===== src/rtl/apb_master_bridge.sv =====
// APB3 master bridge: command-side requests to NUM_SLV address-decoded APB slaves,
// with wait states and back-to-back transfers. Define APB_TIMEOUT_EN to enable the wait-state timeout.
module apb_master_bridge #(
    parameter int ADDR_W  = 9,
    parameter int DATA_W  = 8,
    parameter int NUM_SLV = 2,
    parameter int TIMEOUT = 16
) (
    input  logic                      PCLK,
    input  logic                      PRESETn,
    input  logic                      transfer,
    input  logic                      READ_WRITE,
    input  logic [ADDR_W-1:0]         apb_write_paddr,
    input  logic [ADDR_W-1:0]         apb_read_paddr,
    input  logic [DATA_W-1:0]         apb_write_data,
    output logic [DATA_W-1:0]         apb_read_data_out,
    output logic                      PSLVERR,
    output logic                      xfer_done,
    output logic [NUM_SLV-1:0]        m_psel,
    output logic                      m_penable,
    output logic                      m_pwrite,
    output logic [ADDR_W-1:0]         m_paddr,
    output logic [DATA_W-1:0]         m_pwdata,
    input  logic [NUM_SLV*DATA_W-1:0] s_prdata,
    input  logic [NUM_SLV-1:0]        s_pready,
    input  logic [NUM_SLV-1:0]        s_pslverr
);

    localparam int SEL_W = (NUM_SLV > 2) ? $clog2(NUM_SLV) : 1;
    localparam logic [SEL_W:0] NUM_SLV_L = (SEL_W + 1)'(NUM_SLV);

    if (NUM_SLV < 2 || NUM_SLV > 16 || TIMEOUT < 1) begin : g_bad_param
        $error("apb_master_bridge: NUM_SLV must be 2..16 and TIMEOUT at least 1");
    end

    typedef enum logic [1:0] {IDLE, SETUP, ACCESS} state_t;

    state_t              state_q, state_d;
    logic [NUM_SLV-1:0]  psel_q, psel_d;
    logic                penable_q, penable_d;
    logic                pwrite_q, pwrite_d;
    logic [ADDR_W-1:0]   paddr_q, paddr_d;
    logic [DATA_W-1:0]   pwdata_q, pwdata_d;
    logic [DATA_W-1:0]   rdata_q, rdata_d;
    logic                pslverr_q, pslverr_d;
    logic                done_q, done_d;

`ifdef APB_TIMEOUT_EN
    localparam int CNT_W = $clog2(TIMEOUT + 1);
    localparam logic [CNT_W-1:0] TO_LAST = CNT_W'(TIMEOUT - 1);
    logic [CNT_W-1:0]    cnt_q, cnt_d;
`endif

    logic [ADDR_W-1:0]   cmd_addr;
    logic [SEL_W-1:0]    cmd_idx;
    logic                cmd_ok;
    logic [NUM_SLV-1:0]  cmd_sel;
    logic                sel_pready;
    logic                sel_pslverr;
    logic [DATA_W-1:0]   sel_prdata;
    logic                take_cmd;

    // Command decode; an index past the last slave is a decode error.
    always_comb begin
        cmd_addr = READ_WRITE ? apb_write_paddr : apb_read_paddr;
        cmd_idx  = cmd_addr[ADDR_W-1 -: SEL_W];
        cmd_ok   = {1'b0, cmd_idx} < NUM_SLV_L;
        cmd_sel  = '0;
        for (int i = 0; i < NUM_SLV; i++) begin
            cmd_sel[i] = (cmd_idx == i[SEL_W-1:0]);
        end
    end

    // The registered one-hot select doubles as the response mux control.
    always_comb begin
        sel_pready  = |(s_pready & psel_q);
        sel_pslverr = |(s_pslverr & psel_q);
        sel_prdata  = '0;
        for (int i = 0; i < NUM_SLV; i++) begin
            if (psel_q[i]) sel_prdata = sel_prdata | s_prdata[i*DATA_W +: DATA_W];
        end
    end

    always_comb begin
        state_d   = state_q;
        psel_d    = psel_q;
        penable_d = penable_q;
        pwrite_d  = pwrite_q;
        paddr_d   = paddr_q;
        pwdata_d  = pwdata_q;
        rdata_d   = rdata_q;
        pslverr_d = pslverr_q;
        done_d    = 1'b0;
        take_cmd  = 1'b0;
`ifdef APB_TIMEOUT_EN
        cnt_d     = cnt_q;
`endif
        case (state_q)
            IDLE: begin
                if (transfer) begin
                    if (cmd_ok) begin
                        take_cmd = 1'b1;
                    end else begin
                        pslverr_d = 1'b1;
                        done_d    = 1'b1;
                    end
                end
            end
            SETUP: begin
                penable_d = 1'b1;
                state_d   = ACCESS;
`ifdef APB_TIMEOUT_EN
                cnt_d     = '0;
`endif
            end
            ACCESS: begin
                if (sel_pready) begin
                    done_d    = 1'b1;
                    pslverr_d = sel_pslverr;
                    if (!pwrite_q) rdata_d = sel_pslverr ? '0 : sel_prdata;
                    penable_d = 1'b0;
                    psel_d    = '0;
                    state_d   = IDLE;
                    // A bad address here is left for IDLE to report on the next edge.
                    if (transfer && cmd_ok) take_cmd = 1'b1;
                end
`ifdef APB_TIMEOUT_EN
                else if (cnt_q == TO_LAST) begin
                    done_d    = 1'b1;
                    pslverr_d = 1'b1;
                    if (!pwrite_q) rdata_d = '0;
                    penable_d = 1'b0;
                    psel_d    = '0;
                    state_d   = IDLE;
                end else begin
                    cnt_d = cnt_q + 1'b1;
                end
`endif
            end
            default: state_d = IDLE;
        endcase
        if (take_cmd) begin
            pwrite_d = READ_WRITE;
            paddr_d  = cmd_addr;
            pwdata_d = apb_write_data;
            psel_d   = cmd_sel;
            state_d  = SETUP;
        end
    end

    always_ff @(posedge PCLK or negedge PRESETn) begin
        if (!PRESETn) begin
            state_q   <= IDLE;
            psel_q    <= '0;
            penable_q <= 1'b0;
            pwrite_q  <= 1'b0;
            paddr_q   <= '0;
            pwdata_q  <= '0;
            rdata_q   <= '0;
            pslverr_q <= 1'b0;
            done_q    <= 1'b0;
`ifdef APB_TIMEOUT_EN
            cnt_q     <= '0;
`endif
        end else begin
            state_q   <= state_d;
            psel_q    <= psel_d;
            penable_q <= penable_d;
            pwrite_q  <= pwrite_d;
            paddr_q   <= paddr_d;
            pwdata_q  <= pwdata_d;
            rdata_q   <= rdata_d;
            pslverr_q <= pslverr_d;
            done_q    <= done_d;
`ifdef APB_TIMEOUT_EN
            cnt_q     <= cnt_d;
`endif
        end
    end

    assign apb_read_data_out = rdata_q;
    assign PSLVERR           = pslverr_q;
    assign xfer_done         = done_q;
    assign m_psel            = psel_q;
    assign m_penable         = penable_q;
    assign m_pwrite          = pwrite_q;
    assign m_paddr           = paddr_q;
    assign m_pwdata          = pwdata_q;

endmodule


===== config.mk =====
export PLATFORM = sky130hd
export DESIGN_NAME = apb_master_bridge
export DESIGN_NICKNAME = d
export VERILOG_FILES = /design/src/rtl/apb_master_bridge.sv
export SDC_FILE = /design/constraint.sdc
export NUM_CORES = 1
export LEC_CHECK = 0
export ABC_CLOCK_PERIOD_IN_PS = 1700
export BUFFER_PORTS_ARGS = -buffer_cell sky130_fd_sc_hd__buf_2
export CORE_ASPECT_RATIO = 1.25
export CORE_MARGIN = 2
export CORE_UTILIZATION = 41
export DETAILED_ROUTE_END_ITERATION = 7
export GPL_TIMING_DRIVEN = 1
export HOLD_SLACK_MARGIN = 0.1
export PLACE_DENSITY = 0.73
export SYNTH_ARGS = -nofsm -noshare
export SYNTH_HDL_FRONTEND = slang
export SYNTH_SLANG_ARGS = --single-unit

===== constraint.sdc =====
create_clock -name PCLK -period 1.7 [get_ports PCLK]
set_input_delay 0.34 -clock PCLK [delete_from_list [all_inputs] [get_ports PCLK]]
set_output_delay 0.34 -clock PCLK [all_outputs]
set_load 0.1 [all_outputs]

==> results of run 1 <==
worst max-delay path, cell delays in order (launching register included):
cell and delay [ns]:
dfrtp_4 0.45, a22oi_2 0.09, or4b_1 0.46, buf_4 0.20
mux2_4 0.31
synth_stat cells (all sizes together), types with 2 or more instances:
master   instances  area, um2
buf              2      15.01
o32ai            2      17.52
nor3             2      10.01
clkbuf           4      15.01
a21o             2      15.01
nor3b            2      15.01
o2bb2ai          8      70.07
dfrtp           33      825.8
a211o            2      17.52
o21ai            3      15.01
a22oi            9      72.57
mux2            36      435.4
inv              3      11.26
timing repair:
item                                    CTS  global route
hold buffers                              1             0
gates cloned                              0             0
endpoints found under the setup margin    3             1
endpoints found under the hold margin    19             0
gates resized for setup                   1             1
final cells by class:
type	count	area [um2]	share of cell area
repair buffers	89	485.5	0.2197
clock inverters	1	7.507	0.003398
multi-input cells	74	734.5	0.3324
well taps	40	50.05	0.02265
inverters	3	11.26	0.005096
flip-flops and latches	33	834.6	0.3777
clock buffers	7	86.33	0.03907
state kept, by name, summed over array words and instances (netlist names):
register           cells
xfer_done              1
PSLVERR                1
m_psel                 2
state_q                2
m_pwrite               1
m_pwdata               8
apb_read_data_out      8
m_penable              1
m_paddr                9
through the flow:
stage,setup TNS (ns),hold WS (ns),cells,util
after floorplan,-3.209,0.04441,116,-
after global placement,0,0.3070,238,0.5590
after detailed placement,0,0.3156,238,0.5590
after CTS,0,0.2795,247,0.5880
after global routing,0,0.2774,247,0.5887
final,0,0.2894,247,0.5887
routing by layer:
metal,global-route usage,share of wire,wire length [um],up-vias
met2,0.3080,0.52,1941,65
met4,0.04444,0.0074,28,0
met3,0.05282,0.073,275,2
li1,-,-,-,620
met5,0,0,0,-
met1,0.2197,0.40,1516,625
path summary, 6_finish.rpt:
path                                                     to  slack (ns)  cells after the start
max                        apb_read_data_out[1]$_DFFE_PN0P_        0.09                      4
max reg2reg                apb_read_data_out[1]$_DFFE_PN0P_        0.09                      4
min                                 m_pwdata[0]$_DFFE_PN0P_        0.29                      2
min in group asynchronous            state_q[0]$_DFFE_PN0P_        0.54                      2
min reg2reg                          m_paddr[0]$_DFFE_PN0P_        0.51                      1
max in group asynchronous  apb_read_data_out[0]$_DFFE_PN0P_        0.60                      3
cell families after synthesis:
kind of cell	share of synthesized area
flops	0.5172
compound gates	0.1411
mux	0.2790
buf+inv	0.02586
simple gates	0.03683
==> impl_metrics.yaml, run 1 <==
floorplan:
  num_rows: 25
  core-area_mm2: 0.003754
  io_pins: 81
  die_h_um: 73.77
  die_x_um: 59.82
  start_util: 0.4253
  dieArea_mm2: 0.004412
placed_design:
  globalplace.congestion: 0.7417
  detailed_place.area_mm2: 0.002098
  pre_cts_ws_ns: 0.01744
  io_buffer_count: 80
  hpwlAfterDp_um: 2973
flow_run:
  cap_violations: 0
synth:
  synth_edf_count: 0
  synth_area_mm2: 0.001597
  netlist_instances: 116
  post_synth.cell_area_avg_um2: 13.76
  synth_async_sr_flop_share: 1.000
  ys_types: 23
  ys_seq_area_frac: 0.5172
  yosysWarnings: 0
  synthFlopType: "dfrtp_1"
  ys_ff_latch: 33
  syn_nets: 166
timing:
  post-route-period-util: 0.9485
  fmax_mhz: 620.2
  finalCriticalPeriod_ns: 1.612
  slew_viol_final: 0
  slew_headroom: 0.6643
  layout_setup_ws_ns: 0.08755
  tightestPinTransition_ns: 0.5013
  hold_violations: 0
  skew_ns: 0.004611
  finalSetupViolCount: 0
  rsz0062_at_grt: "false"
clocking:
  clk_latency_ns: 0.28
  clock_path_buffers: 2
  numCtsBuffers: 5
  clk_pin_slew_ns: 0.07
  h-tree-depth: 2
  clock-root-buffer: "clkbuf_8"
  cts.sinks: 33
  cts_tree: "done"
  cts_setup_buffers: 0
detailed_routing:
  vias: 1312
  finalWirelength_um: 3761
  antenna_left: 0
  drtIter0Drc: 38
  drcViolationCount: 0
  routedWlPerCell_um: 15.23
  vias_per_cell: 5.312
  drt_first_pass_iters: 4
grt:
  grt_pass1_vias: 1308
  grt-ovfl-total: 0
  grt_pass1_wl_um: 5989
  grt_max_degree: 21
  track_usage: 0.1801
  antenna_found_initial: 0
final_layout:
  stdcell_area_mm2: 0.002210
  nFillCells: 312
  fin_nets: 256
  areaGrowthSynthToFinish_pct: 38.40
  final_cell_mix: "buf_2 (79), dfrtp_1 (30), mux2_2 (28)"
  drive_above_1_share: 0.6667
  antennaDiodeCount: 0
  final_common_cell: "buf_2"
min_path:
  min_from: "apb_write_data[0]"
  hold_class: "in -> reg"
worst_setup_path:
  crit_required_ns: 1.87
  endpoint_kind: "register"
  worst-path-max-fanout: 8
  startpoint_type: "register"
  crit_start: "m_psel[0]$_DFFE_PN0P_"
  path_class: "reg -> reg"
  regToRegStartpoint: "m_psel[0]$_DFFE_PN0P_"
  arrival_ns: 1.78
status:
  run_status: "finished clean"
Power of run 1 is left out: the tool's default activity adds up to more than one toggle a clock period on the data nets, which glitch-free logic cannot reach.
==> inputs of run 2 (changes only) <==
==> config.mk (replaced) <==
export PLATFORM = sky130hd
export DESIGN_NAME = apb_master_bridge
export DESIGN_NICKNAME = d
export VERILOG_FILES = /design/src/rtl/apb_master_bridge.sv
export SDC_FILE = /design/constraint.sdc
export NUM_CORES = 1
export LEC_CHECK = 0
export ABC_CLOCK_PERIOD_IN_PS = 1940
export BUFFER_PORTS_ARGS = -buffer_cell sky130_fd_sc_hd__buf_2
export CORE_ASPECT_RATIO = 1.25
export CORE_UTILIZATION = 48
export DETAILED_ROUTE_END_ITERATION = 7
export GPL_TIMING_DRIVEN = 1
export HOLD_SLACK_MARGIN = 0.1
export PLACE_DENSITY = 0.81
export SLEW_MARGIN = 10
export SYNTH_ARGS = -nofsm -noshare
export SYNTH_HDL_FRONTEND = slang
export SYNTH_SLANG_ARGS = --single-unit
==> constraint.sdc (replaced) <==
create_clock -name PCLK -period 1.94 [get_ports PCLK]
set_input_delay 0.388 -clock PCLK [delete_from_list [all_inputs] [get_ports PCLK]]
set_output_delay 0.388 -clock PCLK [all_outputs]
set_load 0.1 [all_outputs]
==> impl_metrics.yaml, run 2 (same netlist as run 1, synthesis figures left out) <==
status:
  run_status: "finished clean"
worst_setup_path:
  r2r_setup_slack_ns: 0.1
  arrival_ns: 2.00
  path_class: "reg -> reg"
  slowest_delay_ns: 0.73
  cp_slowest_cell: "or4b_1"
  crit_chain: "a22oi_2 > or4b_1 > mux2_4"
  worst-path-max-fanout: 14
  startpoint_type: "register"
  endpoint_kind: "register"
  reg2reg_depth: 3
  crit_start: "m_psel[1]$_DFFE_PN0P_"
  crit_required_ns: 2.10
  r2r-end: "apb_read_data_out[0]$_DFFE_PN0P_"
  regToRegStartpoint: "m_psel[1]$_DFFE_PN0P_"
clocking:
  clock_path_buffers: 2
  h-tree-depth: 2
  clk_pin_slew_ns: 0.07
  clk_latency_ns: 0.28
  cts_tree: "done"
  cts.sinks: 33
  numCtsBuffers: 5
  clock-root-buffer: "clkbuf_8"
grt:
  antenna_found_initial: 0
  grt_pass1_wl_um: 5382
  grt_pass1_vias: 1224
  grt_max_degree: 20
  grt-ovfl-total: 0
  track_usage: 0.2117
detailed_routing:
  finalWirelength_um: 3656
  drcViolationCount: 0
  routedWlPerCell_um: 15.17
  vias_per_cell: 5.461
  drt_first_pass_iters: 4
  drtIter0Drc: 16
  antenna_left: 0
  vias: 1316
final_layout:
  antennaDiodeCount: 0
  fin_cells: 241
  final_cell_mix: "buf_2 (80), dfrtp_1 (30), mux2_2 (28)"
  final_common_cell: "buf_2"
  nFillCells: 229
  ff_latch_area_um2: 834.6
  fin_nets: 253
  drive_above_1_share: 0.6667
  largest_register_ffs: 9
  multiInputGateArea_um2: 734.5
  areaGrowthSynthToFinish_pct: 38.32
timing:
  hold_violations: 0
  slew_viol_final: 0
  tightestPinTransition_ns: 0.5454
  slew_headroom: 0.6348
  layout_setup_ws_ns: 0.09663
  rsz0062_at_grt: "false"
  skew_ns: 0.003738
  holdWs_ns: 0.3407
  fmax_mhz: 542.5
  finalSetupViolCount: 0
  post-route-period-util: 0.9502
  finalCriticalPeriod_ns: 1.843
  final.setup.tns_ns: 0
min_path:
  hold_depth: 2
  hold_class: "in -> reg"
  hold-path-endpoint: "m_pwdata[4]$_DFFE_PN0P_"
  min_from: "apb_write_data[4]"
floorplan:
  io_pins: 81
  dieArea_mm2: 0.003562
  num_rows: 23
  start_util: 0.4998
  die_x_um: 53.59
  die_h_um: 66.48
  core-area_mm2: 0.003194
placed_design:
  hpwlAfterDp_um: 2786
  io_buffer_count: 80
  globalplace.congestion: 0.7689
  pre_cts_ws_ns: 0.1094
  dp.cells: 232
flow_run:
  cap_violations: 0
==> run 2: what timing repair did <==
item,in CTS,in global routing
hold buffers,1,0
buffers inserted,0,0
resized for setup,0,1
setup endpoints to repair,0,5
hold endpoints to repair,8,0
==> run 2: how the worst max path moves through the flow <==
| stage | end | slack, ns | cells past startpoint |
|---|---|---|---|
| 2_1_floorplan | m_paddr[0]$_DFFE_PN0P_ | 0.05 | 4 |
| 3_3_place_gp | apb_read_data_out[5]$_DFFE_PN0P_ | 0.16 | 3 |
| 3_5_place_dp | apb_read_data_out[1]$_DFFE_PN0P_ | 0.11 | 3 |
| 4_1_cts | apb_read_data_out[0]$_DFFE_PN0P_ | 0.10 | 3 |
| 5_1_grt | apb_read_data_out[0]$_DFFE_PN0P_ | 0.07 | 3 |
| 6_report | apb_read_data_out[0]$_DFFE_PN0P_ | 0.1 | 3 |
==> run 2: cell type report <==
class                           instances  share of cell area
Inverter                                3            0.005099
Multi-Input combinational cell         74              0.3326
Sequential cell                        33              0.3779
Clock buffer                            5             0.03116
Clock inverter                          3             0.02946
Tap cell                               37             0.02096
Timing Repair Buffer                   86              0.2028
==> run 2: worst max-delay path, delay by kind of cell (launching register included) <==
kind | cells | cell delay, ns
AND/OR/NAND/NOR | 1 | 0.73
multiplexers | 1 | 0.39
AO/OA/AOI/OAI | 1 | 0.08
flip-flops | 1 | 0.52
==> run 2: metal layers <==
| metal | part of all wire | up-vias | wire, um | track usage |
|---|---|---|---|---|
| met5 | 0 | - | 0 | 0 |
| met4 | 0.012 | 0 | 44 | 0.09539 |
| met3 | 0.071 | 7 | 259 | 0.06164 |
| met2 | 0.50 | 71 | 1830 | 0.3516 |
| met1 | 0.42 | 621 | 1521 | 0.2456 |
| li1 | - | 617 | - | - |
==> run 2: metrics by stage <==
step,cell area (um2),utilization
2_1_floorplan,1605,-
3_3_place_gp,2059,0.6447
3_5_place_dp,2059,0.6447
4_1_cts,2203,0.6898
5_1_grt,2208,0.6913
6_report,2208,0.6913
Power of run 2 is left out for the same reason.
